`src/rtl/fetch_buffer.sv`:
```
// Instruction-fetch stage: owns the fetch PC, issues one-cycle-latency reads to the
// instruction segment and queues returned words (tagged with their PC) for decode.
module fetch_buffer #(
    parameter int unsigned      WIDTH            = 32,
    parameter int unsigned      INSTRUCTIONWIDTH = 16,
    parameter int unsigned      DEPTH            = 4,
    parameter logic [WIDTH-1:0] RESETPC          = '0
) (
    input  logic                        clk,
    input  logic                        reset,
    output logic [WIDTH-1:0]            imem_addr,
    input  logic [INSTRUCTIONWIDTH-1:0] imem_rdata,
    input  logic                        redirect,
    input  logic [WIDTH-1:0]            redirect_pc,
    output logic                        instr_valid,
    output logic [INSTRUCTIONWIDTH-1:0] instr,
    output logic [WIDTH-1:0]            instr_pc,
    input  logic                        instr_ready
);

    localparam int unsigned PW      = $clog2(DEPTH);
    localparam int unsigned CW      = $clog2(DEPTH) + 1;
    localparam logic [CW-1:0] DEPTH_C = CW'(DEPTH);

    logic [WIDTH-1:0]            fetch_pc,   fetch_pc_n;
    logic                        pending,    pending_n;
    logic [WIDTH-1:0]            pending_pc, pending_pc_n;
    logic [CW-1:0]               count,      count_n;
    logic [PW-1:0]               rd_ptr,     rd_ptr_n;
    logic [PW-1:0]               wr_ptr,     wr_ptr_n;
    logic [INSTRUCTIONWIDTH-1:0] hold_instr;
    logic [WIDTH-1:0]            hold_pc;

    logic [INSTRUCTIONWIDTH-1:0] mem_data [DEPTH];
    logic [WIDTH-1:0]            mem_pc   [DEPTH];

    logic issue;
    logic push;
    logic pop;

    // An issue reserves a FIFO slot, so a capture can never overflow.
    assign issue = !redirect && ((count + CW'(pending)) < DEPTH_C);
    assign push  = pending && !redirect;
    assign pop   = instr_valid && instr_ready && !redirect;

    always_comb begin
        fetch_pc_n   = fetch_pc;
        pending_n    = 1'b0;
        pending_pc_n = pending_pc;
        count_n      = count;
        rd_ptr_n     = rd_ptr;
        wr_ptr_n     = wr_ptr;
        if (redirect) begin
            fetch_pc_n = redirect_pc;
            count_n    = '0;
            rd_ptr_n   = '0;
            wr_ptr_n   = '0;
        end else begin
            if (issue) begin
                fetch_pc_n   = fetch_pc + WIDTH'(1);
                pending_n    = 1'b1;
                pending_pc_n = fetch_pc;
            end
            if (push) wr_ptr_n = wr_ptr + PW'(1);
            if (pop)  rd_ptr_n = rd_ptr + PW'(1);
            case ({push, pop})
                2'b10:   count_n = count + CW'(1);
                2'b01:   count_n = count - CW'(1);
                default: count_n = count;
            endcase
        end
    end

    always_ff @(posedge clk or posedge reset) begin
        if (reset) begin
            fetch_pc   <= RESETPC;
            pending    <= 1'b0;
            pending_pc <= '0;
            count      <= '0;
            rd_ptr     <= '0;
            wr_ptr     <= '0;
            hold_instr <= '0;
            hold_pc    <= '0;
        end else begin
            fetch_pc   <= fetch_pc_n;
            pending    <= pending_n;
            pending_pc <= pending_pc_n;
            count      <= count_n;
            rd_ptr     <= rd_ptr_n;
            wr_ptr     <= wr_ptr_n;
            if (instr_valid) begin
                hold_instr <= mem_data[rd_ptr];
                hold_pc    <= mem_pc[rd_ptr];
            end
        end
    end

    // Storage needs no reset: only entries written since the last flush are ever presented.
    always_ff @(posedge clk) begin
        if (push) begin
            mem_data[wr_ptr] <= imem_rdata;
            mem_pc[wr_ptr]   <= pending_pc;
        end
    end

    assign imem_addr   = fetch_pc;
    assign instr_valid = (count != '0);
    assign instr       = instr_valid ? mem_data[rd_ptr] : hold_instr;
    assign instr_pc    = instr_valid ? mem_pc[rd_ptr]   : hold_pc;

endmodule

```
`config.mk`:
```
export PLATFORM = sky130hd
export DESIGN_NAME = fetch_buffer
export DESIGN_NICKNAME = d
export VERILOG_FILES = /design/src/rtl/fetch_buffer.sv
export SDC_FILE = /design/constraint.sdc
export NUM_CORES = 1
export LEC_CHECK = 0
export BUFFER_PORTS_ARGS = -buffer_cell sky130_fd_sc_hd__buf_4
export CAP_MARGIN = 40
export CORE_MARGIN = 2
export CORE_UTILIZATION = 38
export DETAILED_ROUTE_END_ITERATION = 12
export GPL_TIMING_DRIVEN = 0
export PLACE_DENSITY = 0.61
export SYNTH_ARGS = -nofsm -noshare
export SYNTH_HDL_FRONTEND = slang
export SYNTH_SLANG_ARGS = --single-unit
```
`constraint.sdc`:
```
create_clock -name clk -period 3.83 [get_ports clk]
set_clock_uncertainty 0.1 [all_clocks]
set_input_delay 0.5745 -clock clk [delete_from_list [all_inputs] [get_ports clk]]
set_output_delay 0.5745 -clock clk [all_outputs]
set_load 0.01 [all_outputs]
```
After elaboration in Yosys (flattened, before gate mapping)
Memory sizes are Yosys's and may differ from the RTL's. Cells that the tools add are included. Widths: inputs -> output; s select.

Flip-flop bits (word level): 120. Memory bits (writable): 192. Output and inout port bits: 81. Word-level logic and storage cells: 45. Memories kept: 2.

Memory list: mem_pc (depth 4, bits a word 32, rd ports 1, clocked after Yosys merged registers in 0, write ports 1, line 35) `logic [WIDTH-1:0] mem_pc [DEPTH];`; mem_data (depth 4, bits a word 16, rd ports 1, clocked after Yosys merged registers in 0, write ports 1, line 34) `logic [INSTRUCTIONWIDTH-1:0] mem_data [DEPTH];`.

Add/sub/neg operators: 6. Order comparisons: 1. Equal/unequal tests: 2. Multiplexer cells: 14. Bitwise operators: 1. Reduce and logical (&&, ||, !) cells: 11.

Operator list (count): $mux 32 (3); $add 32x1->32 const B (1); $mux 16 (1); $mux 2 (4); $pmux 3 s2 (1); $reduce_bool 2->1 (3); $reduce_bool 3->1 (2); $add 2x1->2 const B (2); $logic_and 1x1->1 (4); $mux 1 (4); $add 3x1->3 (1); $add 3x1->3 const B (1); $lt 3x3->1 const B (1); $mux 3 (1); $sub 3x1->3 const B (1); $eq 2x1->1 const B (1); $eq 2x2->1 const B (1); $reduce_and 2->1 (1); $logic_not 1->1 (1); $not 1->1 (1).

Logic depth before layout (Yosys ltp)
Depth after elaboration: 6. Gate-level depth with buffers: 9.

Worst setup path before layout
No wires, ideal clock.

Path kind: input to register. Start: input port redirect. End: memory mem_data[0][0], enable pin. Arrival time: 2.107 ns. Data required time: 3.319 ns. Slack: 1.213 ns. Stages: 3. Cells stage by stage: clkbuf_1 nor2b_1 and2_1.

Word-level cells in the longest chain between the ends: 4.

Ends and longest elaborated chain: start: declaration (line 13) `input logic redirect,`; $logic_not 1->1 (line 43) `assign push = pending && !redirect;`; $logic_and 1x1->1 (line 43); $mux 1 (line 100) `if (push) begin`; $mux 1 (implied by the code) (line 101) `mem_data[wr_ptr] <= imem_rdata;`; end: declaration (line 34).

Every way passes these cells.

Worst setup path in the final report
Start: register rd_ptr[1]. End: output port instr_pc[29].

Word-level cells in the longest chain between the ends: 2.

Ends and longest elaborated chain: start: declaration (line 29) `logic [PW-1:0] rd_ptr, rd_ptr_n;`; start signal: assignment (line 89) `rd_ptr <= rd_ptr_n;`; $mem_v2 4x32; $mux 32; end: declaration (line 17) `output logic [WIDTH-1:0] instr_pc,`.

Every way passes these cells.

==> impl_summary.log <==
[metrics] DR vias/cell: 4.91
[metrics] internal reg-to-reg setup slack: 1.20 ns
[metrics] top cells by area, synth: sky130_fd_sc_hd__edfxtp_1 46%, sky130_fd_sc_hd__dfrtp_1 24%, sky130_fd_sc_hd__mux4_2 8.7%, sky130_fd_sc_hd__mux2_2 4.5%, sky130_fd_sc_hd__mux2_4 3.5%
[metrics] number of setup buffers added after CTS: 0
[metrics] clock-pin slew reported for the worst setup and hold paths after clock tree synthesis: around 0.060 ns
[metrics] cell with the most instances after synthesis: sky130_fd_sc_hd__edfxtp_1
[metrics] max-cap violation count: 0
[metrics] Clock Tree Root: sky130_fd_sc_hd__clkbuf_16
[metrics] Cell Rows: 66
[metrics] EDFF count, synth: 192
[metrics] RSZ-0062 raised after global routing: no
[metrics] global-route wire length before repair: 41900 µm
[metrics] Yosys warning total: 0
[metrics] HPWL Detailed: 17000 µm
[metrics] die outline height: 185 µm
[metrics] Core Region: 0.0324 mm²
[metrics] total number of nets in the final design: slightly above 900
[metrics] run status: finished clean
[metrics] Clk network pwr share: 28.1%
[metrics] part of the power in combinational logic: 30.3%
[metrics] WL final: 26900 µm
[metrics] Worst Hold Margin: 0.167 ns
[metrics] final design area excluding fillers: 0.0152 mm²
[metrics] arrival time of data at the critical path endpoint: around 2.6 ns
[metrics] Async SR Flop Fraction: 38.5%
[metrics] critical path required time: 3.16 ns
[metrics] critical path peak fanout: 10
[metrics] number of CTS-inserted buffers: 36
[metrics] drt first pass iters: 4
[metrics] placed cell areas: 0.0141 mm²
[metrics] Final Hold Fails: 0
[metrics] reg-to-reg critical path endpoint: count[2]$_DFFE_PP0P_
[metrics] filler-free cell count of the finished design: 1328
[metrics] number of cells after detailed placement: 1261
[metrics] clock tree from TritonCTS: yes
[metrics] Final Max Slew Viols: 0
[metrics] origin of the critical flop-to-flop path: count[2]$_DFFE_PP0P_
[metrics] Post-Syn Area: 0.0124 mm²
[metrics] number of clock sinks: 312
[metrics] maximum number of pins on one net before global-route repair: 49
[metrics] area added between synthesis and finish: 22.4%
[metrics] number of resized instances in the post-cts repair step: 0
[metrics] Antenna Cells: 0
[metrics] Post-Synthesis Net Count: 741
[metrics] RD Place Congestion: 0.758
[metrics] flops & latches, synth: 312
[metrics] slew at the pin with the worst max-slew slack: 0.824 ns
[metrics] fraction of layout instances using a drive strength above 1: between 40% and 50%
[metrics] initial cell density of the core: between 30% and 40%
[metrics] Power per Cell Area: approximately 760 mW/mm²
[metrics] top achievable clock speed: 305 MHz
[metrics] Overall Power: 11.7 mW
[metrics] startpoint class of the critical path: register
[metrics] count of input and output buffers: 132
[metrics] area share of the leading cell type in the synthesized netlist: 46.3%
[metrics] clock insertion delay at the later pin of the skew report: 0.52 ns
[metrics] detailed-route wire length per cell: 20.2 µm
[metrics] cell count after synthesis: 683
[metrics] Endpoint, Worst Hold: mem_data[2][15]$_DFFE_PP_
[metrics] internal power summed over all cells: between 8 and 9 mW
[metrics] Hold/Removal Path Class: primary input to register
[metrics] Setup Viol. Count Final: 0
[metrics] DRC violation total after the first TritonRoute iteration: 358
[metrics] Remaining Overflow, GRT: 0
[metrics] static leakage: 5.70 nW
[metrics] total via count after detailed routing: about 6500
[metrics] Worst Path Class, Setup: register to output port
[metrics] Layout fillers: 2869
[metrics] start point of the worst hold path: imem_rdata[15]
[metrics] CTS H-tree depth: 2
[metrics] list of most frequent post-synthesis cells: 192 x sky130_fd_sc_hd__edfxtp_1, 120 x sky130_fd_sc_hd__dfrtp_1, 50 x sky130_fd_sc_hd__mux2_2, 48 x sky130_fd_sc_hd__mux4_2, 44 x sky130_fd_sc_hd__nand2_1
[metrics] worst r2r path cells: 9
[metrics] Total Routing Usage GR: 16.4%
[metrics] final period utilization: 85.5%
[metrics] Hold Path Depth: 1
[metrics] proportion of synthesized chip area in sequential cells: a little over two thirds
[metrics] number of top-level pins: 133
[metrics] buffer depth of the longest clock path: 3
[metrics] hold buffer count at CTS: 1
[metrics] register share of total power: a little over two fifths
[metrics] Rel. slew slack: 44.0%
[metrics] dominant register cell in the synthesized netlist: sky130_fd_sc_hd__edfxtp_1
[metrics] remaining antenna violation count after routing: 0
[metrics] most area-hungry cell type in the Yosys netlist: sky130_fd_sc_hd__edfxtp_1
[metrics] type of element capturing the critical path: output port
[metrics] # DRC: 0
[metrics] number of distinct library cells after synthesis: 43
[metrics] net switching component of the power: 3.35 mW
[metrics] Worst IR Drop VDD: 0.000322 V
[metrics] die outline area: between 0.03 and 0.04 mm²
[metrics] horizontal die dimension: 185 µm
[metrics] switching power share of the total: 28.7%
[metrics] final critical delay including setup and external delays: about 3.3 ns
[metrics] via count of the first global-routing pass: 6938
[metrics] number of antenna violations at the first check in global routing: 0
[metrics] Mean Syn Cell Area: ~18 µm²
==> placed cells by master (no fill, tap or decap), types with 6 or more instances in the layout <==
| master | Yosys | layout |
|---|---|---|
| sky130_fd_sc_hd__edfxtp_1 | 192 | 192 |
| sky130_fd_sc_hd__buf_4 | 2 | 134 |
| sky130_fd_sc_hd__dfrtp_1 | 120 | 120 |
| sky130_fd_sc_hd__mux2_2 | 50 | 50 |
| sky130_fd_sc_hd__mux4_2 | 48 | 48 |
| sky130_fd_sc_hd__nand2_1 | 44 | 44 |
| sky130_fd_sc_hd__clkbuf_16 | 0 | 38 |
| sky130_fd_sc_hd__mux2_4 | 29 | 29 |
| sky130_fd_sc_hd__xnor2_1 | 25 | 25 |
| sky130_fd_sc_hd__clkbuf_1 | 12 | 24 |
| sky130_fd_sc_hd__o21ai_1 | 17 | 17 |
| sky130_fd_sc_hd__nor3_1 | 13 | 13 |
| sky130_fd_sc_hd__buf_2 | 12 | 12 |
| sky130_fd_sc_hd__o21ai_0 | 12 | 12 |
| sky130_fd_sc_hd__nor2_1 | 9 | 9 |
| sky130_fd_sc_hd__nand3_1 | 9 | 9 |
| sky130_fd_sc_hd__xor2_1 | 8 | 8 |
| sky130_fd_sc_hd__nor2b_1 | 7 | 7 |
| sky130_fd_sc_hd__nand4_1 | 7 | 7 |
| sky130_fd_sc_hd__mux2i_1 | 6 | 6 |
| sky130_fd_sc_hd__inv_1 | 7 | 6 |
| sky130_fd_sc_hd__nor4_2 | 6 | 6 |
==> flip-flops by register name, summed over array words and instances (netlist names) <==
register    count
imem_addr      32
count           3
mem_pc        128
pending         1
rd_ptr          2
hold_pc        32
pending_pc     32
hold_instr     16
wr_ptr          2
mem_data       64
==> cell families after synthesis <==
family,after synthesis,synth area share [%]
AOI/OAI and AO/OA,33,1.44
muxes,138,17.7
adders and majority gates,6,0.664
DFF,312,70.5
and+or+nand+nor,120,5.53
xor gates and xnor gates,34,2.54
buffers and inverters,40,1.69
==> layer usage <==
layer  up-vias  share of wire, %  GRT usage, %
li1       2956                 -             -
met1      3383                45          22.8
met2       146                48          26.6
met3        34               4.7          3.22
met4         0               1.5          3.87
met5         -                 0             0
==> power groups by stage <==
stage | combinational [mW] | sequential [mW] | clock, mW
6_report | 3.54 | 4.84 | 3.27
5_1_grt | 3.85 | 4.93 | 3.50
4_1_cts | 3.63 | 4.85 | 3.35
3_5_place_dp | 3.61 | 4.92 | 0
3_3_place_gp | 3.56 | 4.89 | 0
2_1_floorplan | 2.23 | 4.78 | 0
==> layout make-up <==
class | count | area [µm²] | share of cell area, %
tap | 442 | 553 | 3.63
timing repair buffer | 137 | 1080 | 7.09
sequential | 312 | 8770 | 57.5
multi-input combinational | 331 | 3480 | 22.8
inverter | 7 | 30.0 | 0.197
clock buffer | 54 | 1050 | 6.90
clock inverter | 12 | 92.6 | 0.608
buffer | 33 | 184 | 1.21
==> worst max-delay path, cell delays in order, from the launching register on <==
cell	delay (ns)
sky130_fd_sc_hd__dfrtp_1	0.40
sky130_fd_sc_hd__buf_2	0.30
sky130_fd_sc_hd__buf_1	0.54
sky130_fd_sc_hd__mux4_2	0.41
sky130_fd_sc_hd__mux2_2	0.29
sky130_fd_sc_hd__buf_4	0.15
==> worst max-delay path by stage <==
stage	endpoint	startpoint	slack [ns]
final	instr_pc[29]	rd_ptr[1]$_DFFE_PP0P_	0.55
after global routing	instr_pc[29]	rd_ptr[1]$_DFFE_PP0P_	0.36
after CTS	instr_pc[29]	rd_ptr[1]$_DFFE_PP0P_	0.42
after detailed placement	count[2]$_DFFE_PP0P_	redirect	0.78
after global placement	mem_pc[1][12]$_DFFE_PP_	redirect	-0.22
after floorplan	mem_data[0][0]$_DFFE_PP_	redirect	1.21
==> through the flow <==
stage / utilization [%] / setup WS, ns / TNS [ns]
after detailed placement: 43.5 / 0.780 / 0
after global placement: 43.2 / -0.216 / -38.87
after CTS: 47.1 / 0.415 / 0
after global routing: 47.1 / 0.364 / 0
after floorplan: - / 1.21 / 0
final: 47.1 / 0.555 / 0
Note: power is estimated with default switching activity, not from simulation.
